<file path="src/rtl/ps2_scan_receiver.sv">
// PS/2 device-to-host receiver: synchronises and filters the keyboard lines, deserialises
// 11-bit frames and publishes the last two good bytes for the note display stage.
module ps2_scan_receiver #(
    parameter int unsigned FILTER_LEN  = 8,
    parameter int unsigned TIMEOUT_CYC = 200000
) (
    input  logic       clk_100MHz,
    input  logic       reset,
    input  logic       ps2_clk,
    input  logic       ps2_data,
    output logic [7:0] scan,
    output logic [7:0] prevscan,
    output logic       scan_valid,
    output logic       parity_err,
    output logic       frame_err,
    output logic       busy
);

    localparam int unsigned FW = $clog2(FILTER_LEN + 1);
    localparam int unsigned TW = $clog2(TIMEOUT_CYC);
    localparam logic [FW-1:0] FILT_LAST = FW'(FILTER_LEN - 1);
    localparam logic [TW-1:0] TO_LAST   = TW'(TIMEOUT_CYC - 1);

    localparam logic [1:0] StIdle   = 2'd0;
    localparam logic [1:0] StData   = 2'd1;
    localparam logic [1:0] StParity = 2'd2;
    localparam logic [1:0] StStop   = 2'd3;

    logic [1:0]    clk_s_q, dat_s_q;
    logic          clk_f_q, clk_f_d;
    logic [FW-1:0] filt_cnt_q, filt_cnt_d;
    logic          fall;
    logic          dat;

    logic [1:0]    state_q, state_d;
    logic [2:0]    bit_cnt_q, bit_cnt_d;
    logic [7:0]    shreg_q, shreg_d;
    logic          par_q, par_d;
    logic [TW-1:0] to_cnt_q, to_cnt_d;
    logic [7:0]    scan_q, scan_d, prev_q, prev_d;
    logic          sv_q, sv_d, pe_q, pe_d, fe_q, fe_d;
    logic          par_ok;

    assign dat = dat_s_q[1];

    // The filtered clock only follows the line after FILTER_LEN disagreeing samples in a row.
    always_comb begin
        clk_f_d    = clk_f_q;
        filt_cnt_d = '0;
        if (clk_s_q[1] != clk_f_q) begin
            if (filt_cnt_q == FILT_LAST) begin
                clk_f_d = clk_s_q[1];
            end else begin
                filt_cnt_d = filt_cnt_q + 1'b1;
            end
        end
    end

    assign fall   = clk_f_q & ~clk_f_d;
    assign par_ok = ^{shreg_q, par_q};

    always_comb begin
        state_d   = state_q;
        bit_cnt_d = bit_cnt_q;
        shreg_d   = shreg_q;
        par_d     = par_q;
        to_cnt_d  = to_cnt_q;
        scan_d    = scan_q;
        prev_d    = prev_q;
        sv_d      = 1'b0;
        pe_d      = 1'b0;
        fe_d      = 1'b0;
        if (fall) begin
            // A fall always beats a coincident timeout.
            to_cnt_d = '0;
            unique case (state_q)
                StIdle: begin
                    if (!dat) begin
                        state_d   = StData;
                        bit_cnt_d = 3'd0;
                    end
                end
                StData: begin
                    shreg_d   = {dat, shreg_q[7:1]};
                    bit_cnt_d = bit_cnt_q + 3'd1;
                    if (bit_cnt_q == 3'd7) begin
                        state_d = StParity;
                    end
                end
                StParity: begin
                    par_d   = dat;
                    state_d = StStop;
                end
                StStop: begin
                    state_d = StIdle;
                    if (par_ok && dat) begin
                        prev_d = scan_q;
                        scan_d = shreg_q;
                        sv_d   = 1'b1;
                    end else if (!par_ok) begin
                        pe_d = 1'b1;
                    end else begin
                        fe_d = 1'b1;
                    end
                end
                default: state_d = StIdle;
            endcase
        end else if (state_q == StIdle) begin
            to_cnt_d = '0;
        end else if (to_cnt_q == TO_LAST) begin
            state_d  = StIdle;
            to_cnt_d = '0;
            fe_d     = 1'b1;
        end else begin
            to_cnt_d = to_cnt_q + 1'b1;
        end
    end

    always_ff @(posedge clk_100MHz) begin
        if (reset) begin
            clk_s_q    <= 2'b11;
            dat_s_q    <= 2'b11;
            clk_f_q    <= 1'b1;
            filt_cnt_q <= '0;
            state_q    <= StIdle;
            bit_cnt_q  <= 3'd0;
            shreg_q    <= 8'h00;
            par_q      <= 1'b0;
            to_cnt_q   <= '0;
            scan_q     <= 8'h00;
            prev_q     <= 8'h00;
            sv_q       <= 1'b0;
            pe_q       <= 1'b0;
            fe_q       <= 1'b0;
        end else begin
            clk_s_q    <= {clk_s_q[0], ps2_clk};
            dat_s_q    <= {dat_s_q[0], ps2_data};
            clk_f_q    <= clk_f_d;
            filt_cnt_q <= filt_cnt_d;
            state_q    <= state_d;
            bit_cnt_q  <= bit_cnt_d;
            shreg_q    <= shreg_d;
            par_q      <= par_d;
            to_cnt_q   <= to_cnt_d;
            scan_q     <= scan_d;
            prev_q     <= prev_d;
            sv_q       <= sv_d;
            pe_q       <= pe_d;
            fe_q       <= fe_d;
        end
    end

    assign scan       = scan_q;
    assign prevscan   = prev_q;
    assign scan_valid = sv_q;
    assign parity_err = pe_q;
    assign frame_err  = fe_q;
    assign busy       = (state_q != StIdle);

endmodule

</file>
<file path="config.mk">
export PLATFORM = sky130hd
export DESIGN_NAME = ps2_scan_receiver
export DESIGN_NICKNAME = d
export VERILOG_FILES = /design/src/rtl/ps2_scan_receiver.sv
export SDC_FILE = /design/constraint.sdc
export NUM_CORES = 1
export LEC_CHECK = 0
export BUFFER_PORTS_ARGS = -buffer_cell sky130_fd_sc_hd__buf_2
export CAP_MARGIN = 20
export CELL_PAD_IN_SITES_DETAIL_PLACEMENT = 1
export CELL_PAD_IN_SITES_GLOBAL_PLACEMENT = 2
export CORE_UTILIZATION = 39
export CTS_CLUSTER_DIAMETER = 30
export DETAILED_ROUTE_END_ITERATION = 8
export GPL_ROUTABILITY_DRIVEN = 0
export PLACE_DENSITY = 0.83
export SLEW_MARGIN = 20
export SYNTH_ARGS = -nofsm -noshare
export SYNTH_HDL_FRONTEND = slang
export SYNTH_SLANG_ARGS = --single-unit
</file>
<file path="constraint.sdc">
create_clock -name clk_100MHz -period 3.25 [get_ports clk_100MHz]
set_clock_uncertainty 0.15 [all_clocks]
set_input_delay 0.1625 -clock clk_100MHz [delete_from_list [all_inputs] [get_ports clk_100MHz]]
set_output_delay 0.1625 -clock clk_100MHz [all_outputs]
set_load 0.01 [all_outputs]
</file>
==> results.toml, run 1 <==
[outcome]
outcome = "complete, but fails checks"
violations = "DRC"

[final_layout]
antennaDiodeCount = 0
final_layout_size_suffix_gt1_share_pct = 14.5
syn_to_final_growth_pct = 15.0
layout_common_cells = "dfxtp_1 (60), nor2_1 (36), buf_2 (23)"
nNetsFinal = 319
n_fill_cell = 773
ff_latch_area_sq_um = 1200
layout_commonest_cell = "dfxtp_1"
multi_input_area_sq_um = 1330

[sta]
fin_crit_sh_pct = 73.2
slew-limit-headroom_pct = 50.6
min_period_ps = 2380
drv_slew = 0
hold_viol = 0
fmax_mhz = 421
fin_tns_setup_ps = 0
worst_slew_pin_slew_ps = 740
rsz0062_at_grt = "no"
setup_violations = 0

[cts]
cts_buffers = 9
cts_tree = "built"
cts_sinks = 60
clk-insertion-delay-late_ps = 330
clockBufferDepth = 2
root_buffer = "clkbuf_8"
htreeDepth = 3
clk_pin_slew_worst_paths_ps = 70
post-cts-setup-buffer-count = 0

[grt]
grt-ovfl-total = 0
grt_first_pass_wirelength_mm = 9.00
grt_pass1_vias = 1929
antenna_found_initial = 0
track_usage_pct = 16.4
grt_max_degree = 48

[die]
ios = 24
start_util_pct = 40.6
die_h_um = 83.8
dieWidth_um = 83.8
die_area_sq_um = 7020
core_area_sq_um = 6420
rows = 29

[yosys]
synth_cells = 282
syn_nets = 295
yosysSeqAreaShare_pct = 46.0
synth_ff_type = "dfxtp_1"
synth-seq-cells = 60
synth_edf_count = 0
netlist_area_sq_um = 2610
ys_warn_count = 0
synth.distinct_cells = 38
synth.avg_cell_area_sq_um = 9.26
synthArstFlopShare_pct = 0

[critical_path]
r2r_slack_ps = 870
critPathKind = "flop to flop"
rr_worst_depth = 7
crit_fanout = 13
cp-end-kind = "flop"
cp-start-kind = "flop"
required_ps = 3350
crit_arrival_ps = 2480

[drt]
dr.pass1.iters = 6
wire_per_inst_um = 13.8
drtAntennaViolNets = 0
drc_errors = 2
drt-initial-drc-count = 85
routed_wl_mm = 5.35
routed-via-count = 1938
vias_per_cell = 4.99

[power]
power_density_nw_per_um2 = 493
ir_drop_mv = 0.256
finalPower_mw = 1.48
leakage_nw = 1.17

[job]
cap_violations = 0

[placed_design]
detailed_place_hpwl_mm = 3.76
io_buffers = 23

[hold_path]
hp-class = "input pin to flop"
hold_depth = 2
==> what timing repair did <==
action | CTS | global route
gates resized for setup | 0 | 0
hold endpoints to repair | 2 | 0
endpoints found under the setup margin | 0 | 0
hold buffers | 2 | 0
==> cell usage after synthesis, drive strengths merged (2+ instances only) <==
cell     n  area share, %
dfxtp   60             46
nand3   11            2.1
nor3     3           0.58
a21oi    5           0.96
a31oi    3           0.72
mux2i   15            5.8
or2      5            1.2
xnor2   11            3.7
buf      2           0.38
nand2b  16            3.8
nor2    37            5.6
or3      4           0.96
and3     3           0.72
nand3b   5            1.4
clkbuf  11            1.6
nand4    4           0.96
xor2    14            4.7
nor2b    8            1.9
ha       9            4.3
and4     4            1.3
o21ai   19            3.6
nand2   13            1.9
inv      8            1.2
==> layout make-up <==
type	instances	area share, %
well taps	77	3.21
clock inverters	4	1.58
repair buffers	26	4.75
clock buffers	12	5.17
multi-input cells	201	44.2
inverters	8	1.00
flip-flops and latches	60	40.0
==> layer usage <==
layer | wire [um] | global-route usage [%]
met5 | 0 | 0
met4 | 68 | 8.31
met3 | 117 | 4.35
met2 | 2570 | 26.2
met1 | 2600 | 20.2
==> sequential cells by signal, summed over array words and instances, names as in the netlist, 2 cells and up <==
| name | flops |
|---|---|
| dat_s_q | 2 |
| clk_s_q | 2 |
| prevscan | 8 |
| state_q | 2 |
| filt_cnt_q | 4 |
| bit_cnt_q | 3 |
| to_cnt_q | 18 |
| scan | 8 |
| shreg_q | 8 |
==> worst max-delay path: stages, from the launching register on <==
cell and delay (ps):
dfxtp_1 360, ha_1 200, nand3b_1 240, nor2_1 170
buf_4 180, nand3_1 320, or2_0 480, o21ai_1 200
==> stage by stage <==
stage	worst slack, ps	instance area [sq um]	instances	hold slack, ps	utilization (%)
finish	872	3000	388	234	46.7
CTS	832	3000	388	233	46.7
detailed placement	894	2780	370	200	43.2
floorplan	1170	2610	282	116	-
global placement	993	2780	370	194	43.2
global route	646	3000	388	261	46.7
==> path summary, 6_finish.rpt <==
| kind | to | from |
|---|---|---|
| hold reg to reg | clk_s_q[1] | clk_s_q[0] |
| hold / removal | shreg_q[1] | reset |
| setup reg to reg | prevscan[6] | filt_cnt_q[0] |
| setup / recovery | prevscan[6] | filt_cnt_q[0] |
==> cell families after synthesis <==
family	synth area share, %
simple gates	23.6
compound gates	7.91
flops	46.0
mux	5.75
xor+xnor	9.25
fa+ha+maj	4.31
buf+inv	3.12
==> power by group <==
group,switching [mW],total (mW),internal [mW]
Sequential,0.00735,0.750,0.743
Clock,0.278,0.671,0.393
Combinational,0.0358,0.0574,0.0216
Total,0.321,1.48,1.16
(Power assumes the default switching activity.)
==> inputs of run 2 (changes only) <==
--- a/config.mk
+++ b/config.mk
@@ -9,11 +9,11 @@
 export CAP_MARGIN = 20
 export CELL_PAD_IN_SITES_DETAIL_PLACEMENT = 1
 export CELL_PAD_IN_SITES_GLOBAL_PLACEMENT = 2
-export CORE_UTILIZATION = 39
+export CORE_UTILIZATION = 33
 export CTS_CLUSTER_DIAMETER = 30
 export DETAILED_ROUTE_END_ITERATION = 8
 export GPL_ROUTABILITY_DRIVEN = 0
-export PLACE_DENSITY = 0.83
+export PLACE_DENSITY = 0.74
 export SLEW_MARGIN = 20
 export SYNTH_ARGS = -nofsm -noshare
 export SYNTH_HDL_FRONTEND = slang
==> constraint.sdc (replaced) <==
create_clock -name clk_100MHz -period 2.14 [get_ports clk_100MHz]
set_clock_uncertainty 0.15 [all_clocks]
set_input_delay 0.107 -clock clk_100MHz [delete_from_list [all_inputs] [get_ports clk_100MHz]]
set_output_delay 0.107 -clock clk_100MHz [all_outputs]
set_load 0.01 [all_outputs]
==> run 2 against run 1 <==
Net effect:
- the run now ends clean
- critical path depth shrank 2
- total power grew 44%
- clock power grew 32%
- critical endpoint is now prevscan[1]
- highest routed layer unchanged
==> results.toml, run 2 (same netlist as run 1, synthesis figures left out) <==
[drt]
met3RoutedLength_um = 169
routed-via-count = 2006
drtAntennaViolNets = 0
wl_met1_mm = 2.61
routed_wl_mm = 5.52
drc_errors = 0
wire_per_inst_um = 13.1
met2_length_mm = 2.62
drt-initial-drc-count = 55
highest_layer = "met4"
vias_per_cell = 4.74
dr.pass1.iters = 4

[power]
power_frac_comb_pct = 4.8
clockPowerShare_pct = 41.7
p_seq_share_pct = 53.5
ir_drop_mv = 0.411
power_density_nw_per_um2 = 687
leakage_nw = 1.22
p_sw_mw = 0.484
p_int_mw = 1.65
p_sw_share_pct = 22.7

[job]
cap_violations = 0

[die]
rows = 32
die_area_sq_um = 8270
ios = 24
die_h_um = 90.9
core_area_sq_um = 7690
start_util_pct = 34.0
dieWidth_um = 90.9

[sta]
fmax_mhz = 497
slew-limit-headroom_pct = 63.2
hold_viol = 0
fin_crit_sh_pct = 94.0
worst_slew_pin_slew_ps = 552
rsz0062_at_grt = "no"
fin_tns_setup_ps = 0
worst_slack_ps = 129
min_period_ps = 2010
drv_slew = 0
setup_violations = 0

[placed_design]
io_buffers = 23
detailed_place_hpwl_mm = 3.95
pre_cts_slack_ps = 5.27

[cts]
cts_buffers = 9
cts_sinks = 60
clk_pin_slew_worst_paths_ps = 70
clockBufferDepth = 2
cts_tree = "built"
htreeDepth = 3
post-cts-setup-buffer-count = 0
root_buffer = "clkbuf_8"
clk-insertion-delay-late_ps = 340

[final_layout]
final_layout_size_suffix_gt1_share_pct = 17.4
layout_common_cells = "dfxtp_1 (60), nor2_1 (36), buf_2 (23)"
syn_to_final_growth_pct = 18.8
largest_register = "to_cnt_q"
layout_commonest_cell = "dfxtp_1"
antennaDiodeCount = 0
nNetsFinal = 330
largest_reg_flops = 18

[critical_path]
crit_arrival_ps = 2130
cp-start-kind = "flop"
crit_fanout = 8
required_ps = 2260
critPathKind = "flop to flop"
cp-end-kind = "flop"

[grt]
grt_first_pass_wirelength_mm = 9.54
track_usage_pct = 14.9
grt-ovfl-total = 0
grt_pass1_vias = 1999
grt_max_degree = 36
antenna_found_initial = 0

[outcome]
outcome = "finished, final reports clean"

[hold_path]
hp-class = "input pin to flop"
## run 2: changes by cell type in the layout (fill, tap and decap cells not counted)
cell / delta
buf_4: +10
buf_12: +1
bufinv_16: -1
clkbuf_1: +1
clkinvlp_4: -1
or2_0: -1
or2_1: +1
xnor2_1: -1
xnor2_2: +1
xnor3_1: -1
xnor3_2: +1
## run 2: final cells by class
type                            count  area, sq um
Multi-Input combinational cell    201         1340
Sequential cell                    60         1200
Clock inverter                      2         10.0
Fill cell                         920         4590
Inverter                            8         30.0
Clock buffer                       13          159
Tap cell                          102          128
Timing Repair Buffer               37          238
## run 2: path summary, 6_finish.rpt
check	startpoint	endpoint	slack, ps	depth (start not counted)
worst min-delay path	reset	shreg_q[1]	90	2
worst min register to register	clk_s_q[0]	clk_s_q[1]	260	1
worst max register to register	shreg_q[6]	prevscan[1]	130	5
worst max-delay path	shreg_q[6]	prevscan[1]	130	5
## run 2: worst max-delay path: stages (launching register included)
cell	delay (ps)
dfxtp_1	350
xnor2_1	260
xnor2_2	180
xnor3_2	450
or2_1	350
o21ai_1	200
## run 2: what timing repair did
action / CTS / global route
gates resized for setup: 1 / 2
hold endpoints to repair: 2 / 0
hold buffers: 2 / 0
endpoints found under the setup margin: 1 / 8
pin swaps: 0 / 1
## run 2: power groups by stage
| stage | clock network (mW) | logic [mW] | registers [mW] |
|---|---|---|---|
| after floorplan | 0 | 0.0613 | 1.16 |
| after global placement | 0 | 0.0996 | 1.16 |
| after detailed placement | 0 | 0.0998 | 1.16 |
| after CTS | 0.924 | 0.104 | 1.14 |
| after global routing | 0.975 | 0.114 | 1.14 |
| final | 0.889 | 0.101 | 1.14 |
## run 2: per-layer routing
metal	global-route usage (%)	vias up
met5	0	-
met4	7.54	0
met3	4.61	11
met2	23.9	19
met1	18.0	956
li1	-	1020
## run 2: per-stage QoR
stage               area [sq um]  total power [mW]  cells  util [%]  hold slack [ps]
finish                      3100              2.13    423      40.3             91.3
floorplan                   2610              1.22    282         -             60.8
detailed placement          2900              1.26    406      37.8              143
CTS                         3090              2.17    423      40.3             88.4
global route                3100              2.23    423      40.3              107
global placement            2900              1.26    406      37.8              143
